===== src/rtl/multdiv_pkg.sv =====
`default_nettype none
// ============================================================================
// Module      : multdiv_pkg
// Description : Shared constants and state encoding for the multiply issue
//               controller and the execute-stage multiplier interface.
// Revision    : 1.0 - initial release
// ============================================================================
package multdiv_pkg;

  // Operand and product width of the sequential Booth multiplier
  localparam int c_OPERAND_W = 32;

  // Default destination-register tag width
  localparam int c_TAG_W_DEFAULT = 5;

  // Default watchdog limit; must cover the 32-cycle multiply plus margin
  localparam int c_TIMEOUT_CYCLES_DEFAULT = 40;

  // Default watchdog counter width; 2**c_CNT_W_DEFAULT > c_TIMEOUT_CYCLES_DEFAULT
  localparam int c_CNT_W_DEFAULT = 6;

  // Issue controller state encoding
  typedef enum logic [1:0] {
    ST_IDLE  = 2'd0,
    ST_START = 2'd1,
    ST_BUSY  = 2'd2,
    ST_RESP  = 2'd3
  } mult_state_e;

endpackage
`default_nettype wire


===== src/rtl/cycle_watchdog.sv =====
`default_nettype none
// ============================================================================
// Module      : cycle_watchdog
// Description : Clearable, enabled up-counter that flags when it has reached
//               a fixed terminal count.
// Revision    : 1.0 - initial release
// ============================================================================
module cycle_watchdog #(
  parameter int CNT_W    = 6,
  parameter int TERMINAL = 39
) (
  input  logic clk,
  input  logic reset,
  input  logic i_clear,
  input  logic i_enable,
  output logic o_terminal
);

  localparam logic [CNT_W-1:0] c_TERMINAL = CNT_W'(TERMINAL);

  logic [CNT_W-1:0] r_count;

  // Count enabled cycles; clear has priority over enable
  always_ff @(posedge clk) begin
    if (reset || i_clear) begin
      r_count <= '0;
    end else if (i_enable) begin
      r_count <= r_count + 1'b1;
    end
  end

  assign o_terminal = (r_count == c_TERMINAL);

endmodule
`default_nettype wire


===== src/rtl/mult_issue_ctrl.sv =====
`default_nettype none
// ============================================================================
// Module      : mult_issue_ctrl
// Description : Issue/collect controller in front of the sequential Booth
//               multiplier. Accepts a tagged request, starts the multiplier,
//               waits for done (with watchdog and flush abort) and returns a
//               tagged response while stalling the pipeline.
// Revision    : 1.0 - initial release
// ============================================================================
module mult_issue_ctrl
  import multdiv_pkg::*;
#(
  parameter int TAG_W          = c_TAG_W_DEFAULT,
  parameter int TIMEOUT_CYCLES = c_TIMEOUT_CYCLES_DEFAULT,
  parameter int CNT_W          = c_CNT_W_DEFAULT
) (
  input  logic                   clk,
  input  logic                   reset,
  input  logic                   req_valid,
  output logic                   req_ready,
  input  logic [c_OPERAND_W-1:0] req_a,
  input  logic [c_OPERAND_W-1:0] req_b,
  input  logic [TAG_W-1:0]       req_tag,
  input  logic                   flush,
  output logic [c_OPERAND_W-1:0] mult_mc,
  output logic [c_OPERAND_W-1:0] mult_mp,
  output logic                   mult_start,
  output logic                   mult_reset,
  input  logic [c_OPERAND_W-1:0] mult_prod,
  input  logic                   mult_overflow,
  input  logic                   mult_done,
  output logic                   rsp_valid,
  input  logic                   rsp_ready,
  output logic [c_OPERAND_W-1:0] rsp_data,
  output logic [TAG_W-1:0]       rsp_tag,
  output logic                   rsp_ovf,
  output logic                   rsp_timeout,
  output logic                   stall
);

  mult_state_e            r_state;
  logic [c_OPERAND_W-1:0] r_op_a;
  logic [c_OPERAND_W-1:0] r_op_b;
  logic [TAG_W-1:0]       r_op_tag;
  logic                   r_mult_start;
  logic                   r_mult_reset;
  logic                   r_rsp_valid;
  logic [c_OPERAND_W-1:0] r_rsp_data;
  logic [TAG_W-1:0]       r_rsp_tag;
  logic                   r_rsp_ovf;
  logic                   r_rsp_timeout;

  logic w_wd_clear;
  logic w_wd_enable;
  logic w_wd_terminal;

  // Watchdog restarts while the start pulse is out and runs only in BUSY
  assign w_wd_clear  = (r_state == ST_START);
  assign w_wd_enable = (r_state == ST_BUSY);

  cycle_watchdog #(
    .CNT_W    (CNT_W),
    .TERMINAL (TIMEOUT_CYCLES - 1)
  ) u_watchdog (
    .clk        (clk),
    .reset      (reset),
    .i_clear    (w_wd_clear),
    .i_enable   (w_wd_enable),
    .o_terminal (w_wd_terminal)
  );

  // Control FSM with registered multiplier strobes and response fields
  always_ff @(posedge clk) begin
    if (reset) begin
      r_state       <= ST_IDLE;
      r_op_a        <= '0;
      r_op_b        <= '0;
      r_op_tag      <= '0;
      r_mult_start  <= 1'b0;
      r_mult_reset  <= 1'b0;
      r_rsp_valid   <= 1'b0;
      r_rsp_data    <= '0;
      r_rsp_tag     <= '0;
      r_rsp_ovf     <= 1'b0;
      r_rsp_timeout <= 1'b0;
    end else begin
      // Strobes are single-cycle unless re-asserted below
      r_mult_start <= 1'b0;
      r_mult_reset <= 1'b0;
      case (r_state)
        ST_IDLE: begin
          // A flush in the same cycle blocks acceptance
          if (req_valid && !flush) begin
            r_op_a       <= req_a;
            r_op_b       <= req_b;
            r_op_tag     <= req_tag;
            r_mult_start <= 1'b1;
            r_state      <= ST_START;
          end
        end
        ST_START: begin
          if (flush) begin
            r_mult_reset <= 1'b1;
            r_state      <= ST_IDLE;
          end else begin
            r_state <= ST_BUSY;
          end
        end
        ST_BUSY: begin
          // Flush cancels; done beats a coincident watchdog expiry
          if (flush) begin
            r_mult_reset <= 1'b1;
            r_state      <= ST_IDLE;
          end else if (mult_done) begin
            r_rsp_valid   <= 1'b1;
            r_rsp_data    <= mult_prod;
            r_rsp_tag     <= r_op_tag;
            r_rsp_ovf     <= mult_overflow;
            r_rsp_timeout <= 1'b0;
            r_state       <= ST_RESP;
          end else if (w_wd_terminal) begin
            r_mult_reset  <= 1'b1;
            r_rsp_valid   <= 1'b1;
            r_rsp_data    <= '0;
            r_rsp_tag     <= r_op_tag;
            r_rsp_ovf     <= 1'b0;
            r_rsp_timeout <= 1'b1;
            r_state       <= ST_RESP;
          end
        end
        ST_RESP: begin
          // Result is committed; flush has no effect here
          if (rsp_ready) begin
            r_rsp_valid <= 1'b0;
            r_state     <= ST_IDLE;
          end
        end
        default: begin
          r_state <= ST_IDLE;
        end
      endcase
    end
  end

  assign req_ready   = (r_state == ST_IDLE) && !flush;
  assign stall       = (r_state != ST_IDLE);
  assign mult_mc     = r_op_a;
  assign mult_mp     = r_op_b;
  assign mult_start  = r_mult_start;
  assign mult_reset  = r_mult_reset;
  assign rsp_valid   = r_rsp_valid;
  assign rsp_data    = r_rsp_data;
  assign rsp_tag     = r_rsp_tag;
  assign rsp_ovf     = r_rsp_ovf;
  assign rsp_timeout = r_rsp_timeout;

endmodule
`default_nettype wire


===== config.mk =====
export PLATFORM = sky130hd
export DESIGN_NAME = mult_issue_ctrl
export DESIGN_NICKNAME = d
export VERILOG_FILES = /design/src/rtl/multdiv_pkg.sv /design/src/rtl/cycle_watchdog.sv /design/src/rtl/mult_issue_ctrl.sv
export SDC_FILE = /design/constraint.sdc
export NUM_CORES = 1
export LEC_CHECK = 0
export BUFFER_PORTS_ARGS = -buffer_cell sky130_fd_sc_hd__buf_4
export CAP_MARGIN = 20
export CORE_MARGIN = 2
export CORE_UTILIZATION = 41
export DETAILED_ROUTE_END_ITERATION = 8
export PLACE_DENSITY_LB_ADDON = 0.15
export SYNTH_ARGS = -nofsm -noshare
export SYNTH_HDL_FRONTEND = slang
export SYNTH_SLANG_ARGS = --single-unit

===== constraint.sdc =====
create_clock -name clk -period 1.8 [get_ports clk]
set_clock_uncertainty 0.2 [all_clocks]
set_input_delay 0.36 -clock clk [delete_from_list [all_inputs] [get_ports clk]]
set_output_delay 0.36 -clock clk [all_outputs]
set_load 0.005 [all_outputs]

After elaboration in Yosys (flattened, before gate mapping)

Index checks and enable logic that the tools add are counted.

$add $sub $neg: 1
Reductions and logical operators: 13
Muxes and demuxes: 25
Shifts and indexed selects: 0
Divide/modulo/power cells: 0
Bitwise gates (word level): 2
Order comparisons: 0
Equality and inequality tests: 9
Multiply operators: 0

Operators by type and width:

| cell                                                                  | count |
|---|---|
| 32-bit 2-to-1 mux                                                     | 2 |
| 1-bit 2-to-1 mux                                                      | 12 |
| 2-bit 2-to-1 mux                                                      | 6 |
| 5-bit 2-to-1 mux                                                      | 2 |
| 2-bit one-hot mux with 4 select lines                                 | 1 |
| 6-bit by 1-bit adder with 6-bit output, second input constant         | 1 |
| 6-bit equality test, second input constant                            | 1 |
| 2-bit inequality test, second input constant                          | 3 |
| 3-bit AND reduction                                                   | 2 |
| 2-bit nonzero test                                                    | 3 |
| 2-bit equality test, second input constant                            | 2 |
| 4-bit inequality test, second input constant                          | 1 |
| 1-bit one-hot mux with 2 select lines                                 | 2 |
| 4-bit AND reduction                                                   | 1 |
| 3-bit inequality test, second input constant                          | 1 |
| 2-bit by 1-bit equality test with 1-bit output, second input constant | 1 |
| 1-bit logical AND                                                     | 2 |
| 2-bit zero test                                                       | 1 |
| 1-bit inverter                                                        | 2 |
| 2-bit AND reduction                                                   | 1 |
| 2-bit OR reduction                                                    | 1 |
| 1-bit zero test                                                       | 1 |
| 1-bit logical OR                                                      | 1 |

RAM bits: 0
Input bits: 108
Logic and storage cells: 62
Register bits after elaboration: 119
Memories kept: 0
Memory bits (read-only): 0
Latch bits: 0
Output and inout port bits: 108

Depth between registers and ports, before layout

Depth after elaboration: 5
Gate-level depth with buffers: 9
Depth with buffers taken out: 6

Hierarchy

Synthesis repeated with hierarchy kept, for this count alone.

Cells, all modules: 550
Area, all modules: 4551.9 um^2

Modules (own cells, without submodules):

| module          | area an instance (um^2) | cells an instance | instances |
|---|---|---|---|
| mult_issue_ctrl | 4290.4                  | 522               | 1 |
| cycle_watchdog  | 261.5                   | 28                | 1 |

Worst setup path before layout

OpenSTA, ideal clock, no wires.

Kind: reg-to-reg
Start: register r_state[0]
End: register r_rsp_data[10] (netlist: rsp_data[10])
Library setup time: 0.059 ns
Data arrival time: 1.719 ns
Cell stages (with the launch flop): 10
Slack: -0.178 ns
Buffers on the path: 3
Cells stage by stage: dfxtp_1 > inv_1 > ha_1 > buf_4 > and3b_4 > a31oi_4 > and2b_1 > buf_6 > buf_6 > a22o_1

Word-level cells in the longest chain between the ends: 2

Ends and longest elaborated chain:

| what                          | line                   | source |
|---|---|---|
| start: declaration            | mult_issue_ctrl.sv:41  | `mult_state_e r_state;` |
| start signal: assignment      | mult_issue_ctrl.sv:75  | `r_state <= ST_IDLE;` |
| start signal: assignment      | mult_issue_ctrl.sv:98  | `r_state <= ST_START;` |
| start signal: assignment      | mult_issue_ctrl.sv:104 | `r_state <= ST_IDLE;` |
| 2-bit equality test           | mult_issue_ctrl.sv:90  | `case (r_state)` |
| 3-bit AND reduction (no line) | n/a                    |  |
| end signal: assignment        | mult_issue_ctrl.sv:116 | `r_rsp_data <= mult_prod;` |
| end: declaration              | mult_issue_ctrl.sv:48  | `logic [c_OPERAND_W-1:0] r_rsp_data;` |

No other way between the ends.
A chain may end at the register's enable or synchronous reset.

Worst setup path after layout

Start: register r_state[0]
End: register r_op_a[27] (netlist: mult_mc[27])

Word-level cells in the longest chain between the ends: 2

Ends and longest elaborated chain:

| what                          | line                  | source |
|---|---|---|
| 2-bit zero test               | mult_issue_ctrl.sv:90 |  |
| 2-bit AND reduction (no line) | n/a                   |  |
| end signal: assignment        | mult_issue_ctrl.sv:94 | `r_op_a <= req_a;` |
| end: declaration              | mult_issue_ctrl.sv:42 | `logic [c_OPERAND_W-1:0] r_op_a;` |

No other way between the ends.

==> key figures <==
Outcome
  – Status: complete, but fails checks
  – Failing checks: setup timing

Cells and area
  – Layout cell share with drive strength beyond 1: 49.4%
  – Design Area, Final: 0.00856 mm^2
  – Register Area: 0.00238 mm^2
  – Area growth syn-to-layout: 103%
  – Filler cells: 460
  – Post-layout util: 86.8%
  – Final nets: 925
  – Final Instance Count excl. Fillers: 957
  – ANT cells: 0
  – Multi-input logic area: 0.00219 mm^2

Clock tree
  – Clk buf depth: 2
  – TritonCTS buffer count: 17
  – Worst-Skew Late Latency: 0.51 ns
  – CTS H-tree lvls: 4
  – CTS tree: built
  – CTS root buf: clkbuf_8
  – Reg clk slew, reported paths: 0.06 ns
  – Clk sinks: 119

Critical path
  – Crit Path Max Fanout: 13
  – R2r setup slk: -0.32 ns
  – Required time worst endpoint: 2.03 ns
  – Worst r2r src: r_state[0]$_SDFFE_PP0P_
  – Reg2Reg Depth: 12
  – Worst EP arrival: 2.35 ns
  – Crit. End Element: flop
  – Startpoint Class: flop
  – WS Path Type: flop to flop
  – R2r endpoint: mult_mc[27]$_SDFFE_PP0P_

Timing
  – Slew @ Worst Pin: 0.672 ns
  – Slew Limit Fails: 0
  – Setup_tns: -20.13 ns
  – Setup violations, final: 109
  – Tmin final: 2.12 ns
  – RSZ-0062 raised after global routing: true
  – Final hold viol count: 0
  – Fmax: 471 MHz
  – Worst rel slew slack: 55.2%
  – Worst Slack Setup Final: -0.324 ns
  – Period utilisation layout: 118%

Route
  – DRC viols: 0
  – Final WL: 18.2 mm
  – Drt via density: 5.15
  – Via count: 4927
  – ANT nets after route: 0
  – DR WL/cell: 19.0 um
  – Iteration-0 DRC Markers: 184
  – Pre-antenna DRT Iters: 4

Placement
  – Buffers on Ports: 215
  – GPL Wtd Cong: 0.807
  – DP Wirelength: 8.41 mm
  – Post-Place Cells: 805
  – Area after DPL: 0.00610 mm^2

Logic synthesis
  – Synth cell count leaders: 142 x nand2_1, 119 x dfxtp_1, 75 x a21oi_1
  – Async S/R FF share, synth: 0%
  – Syn Inst Count: 466
  – Syn avg cell area: 9.04 um^2
  – Top-count cell post-synth: nand2_1
  – Sequential element share of the synthesized area: 56.6%
  – Synth Warn #: 0
  – Synth area leader: dfxtp_1
  – Syn Nets: 580
  – Top cells by area, synth: dfxtp_1 57%, nand2_1 13%, a21oi_1 8.9%
  – Mapped cell area: 0.00421 mm^2
  – Post-synth top flop: dfxtp_1
  – Number of flops mapped to enable cells by yosys: 0
  – Seq cells post-synth: 119
  – Cell variety after synth: 35
  – Top cell type's share of synthesized area: 56.6%

Worst hold path
  – Launch point of the worst hold path: reset
  – Worst Hold Depth: 3
  – Min-Delay Endpoint: rsp_data[4]$_SDFFE_PP0P_
  – Hold WC Path Type: primary input to flop

Floorplan
  – Die extent in y: 105 um
  – Num rows: 36
  – Initial Utilization: 42.7%
  – Chip Width: 105 um
  – I/O pin cnt: 216
  – Die area: 0.0111 mm^2
  – Core area: 0.00986 mm^2

Global routing
  – Initial antenna violation count: 0
  – GRT overflow: 0
  – First-pass GRT wire length: 23.5 mm
  – Tot GR Track Use: 26.7%
  – Pin count of the biggest net entering global routing: 48
  – Number of global-route vias before repair: 4693

Power
  – Pwr Density: 850 mW/mm^2
  – Pwr Total: 7.28 mW
  – VDD IR max: 0.616 mV
  – Leakage power: 3.89 nW

Job
  – Max-Cap Viols: 0
==> power by group <==
part	switching (mW)	leakage (nW)	internal (mW)
Combinational	0.547	2.66	0.689
Sequential	0.0575	0.966	2.73
Clock	1.28	0.260	1.98
Total	1.89	3.89	5.39
==> how the worst max path moves through the flow <==
stage                       startpoint                         to  cells after the start
5_1_grt        r_state[0]$_SDFFE_PP0P_   mult_mc[27]$_SDFFE_PP0P_                     12
2_1_floorplan  r_state[0]$_SDFFE_PP0P_  rsp_data[10]$_SDFFE_PP0P_                      9
4_1_cts        r_state[0]$_SDFFE_PP0P_                  req_ready                      7
3_3_place_gp                     flush  rsp_data[11]$_SDFFE_PP0P_                      4
6_report       r_state[0]$_SDFFE_PP0P_   mult_mc[27]$_SDFFE_PP0P_                     12
3_5_place_dp   r_state[0]$_SDFFE_PP0P_  rsp_data[10]$_SDFFE_PP0P_                      8
==> sequential cells by signal (all words and copies together), names as in the netlist <==
signal and cells:
rsp_ovf 1, rsp_data 32, mult_reset 1, r_state 2, u_watchdog.r_count 6, mult_mp 32, rsp_timeout 1, mult_mc 32
rsp_valid 1, mult_start 1, r_op_tag 5, rsp_tag 5
==> layer usage <==
| layer | GRT usage (%) | share of wire, % |
|---|---|---|
| met4 | 10.0 | 2.9 |
| met5 | 0 | 0 |
| met3 | 9.28 | 8.9 |
| met2 | 47.2 | 51 |
| met1 | 29.3 | 37 |
==> kinds of logic (layout without fill, tap and decap cells) <==
logic type | count (synthesis) | count (layout) | synth area share, %
buf+inv | 40 | 398 | 4.78
compound gates | 115 | 115 | 17.3
flops | 119 | 119 | 56.6
fa+ha+maj | 6 | 6 | 1.78
xor+xnor | 4 | 4 | 0.832
simple gates | 175 | 175 | 17.1
mux | 7 | 7 | 1.66
==> cells in the final DEF, fill, tap and decap left out, drive strengths merged, types with 2 or more instances in the layout <==
cell type	instances
buf	251
nand2	142
dfxtp	119
dlygate4sd3	103
a21oi	75
a22o	33
clkbuf	25
nor2	14
inv	8
mux2i	7
clkinvlp	6
ha	6
nor2b	4
xor2	3
clkinv	3
nand2b	2
or2	2
nand4	2
nor3	2
o21ai	2
bufinv	2
and3b	2
a31oi	2
==> area by class of cell <==
type	count	share of cell area [%]
Clock buffer	18	4.88
Clock inverter	14	1.75
Inverter	5	0.249
Multi-Input combinational cell	307	25.5
Sequential cell	119	27.9
Tap cell	133	1.94
Timing Repair Buffer	361	37.8
==> timing repair <==
action | 4_1_cts | 5_1_grt
resized for setup | 10 | 148
hold buffers | 103 | 0
setup buffers | 4 | 3
pin swaps | 1 | 67
cloned | 0 | 10
hold endpoints to repair | 103 | 0
endpoints found under the setup margin | 105 | 109
==> worst max-delay path, stage by stage (launching register included) <==
cell       delay (ns)
dfxtp_2          0.32
inv_2            0.08
buf_6            0.11
ha_4             0.12
inv_2            0.04
buf_6            0.11
buf_4            0.12
buf_6            0.11
nor2_4           0.17
buf_12           0.20
clkbuf_16        0.19
nand2_1          0.10
a21oi_2          0.17
==> stage by stage <==
stage	setup WS (ns)	hold slack, ns
after global placement	-0.456	0.242
after floorplan	-0.0505	0.236
after detailed placement	-0.114	0.247
after global routing	-0.359	0.0984
after CTS	-0.232	0.0853
final	-0.324	0.105
Power figures use the tool's default switching activity.
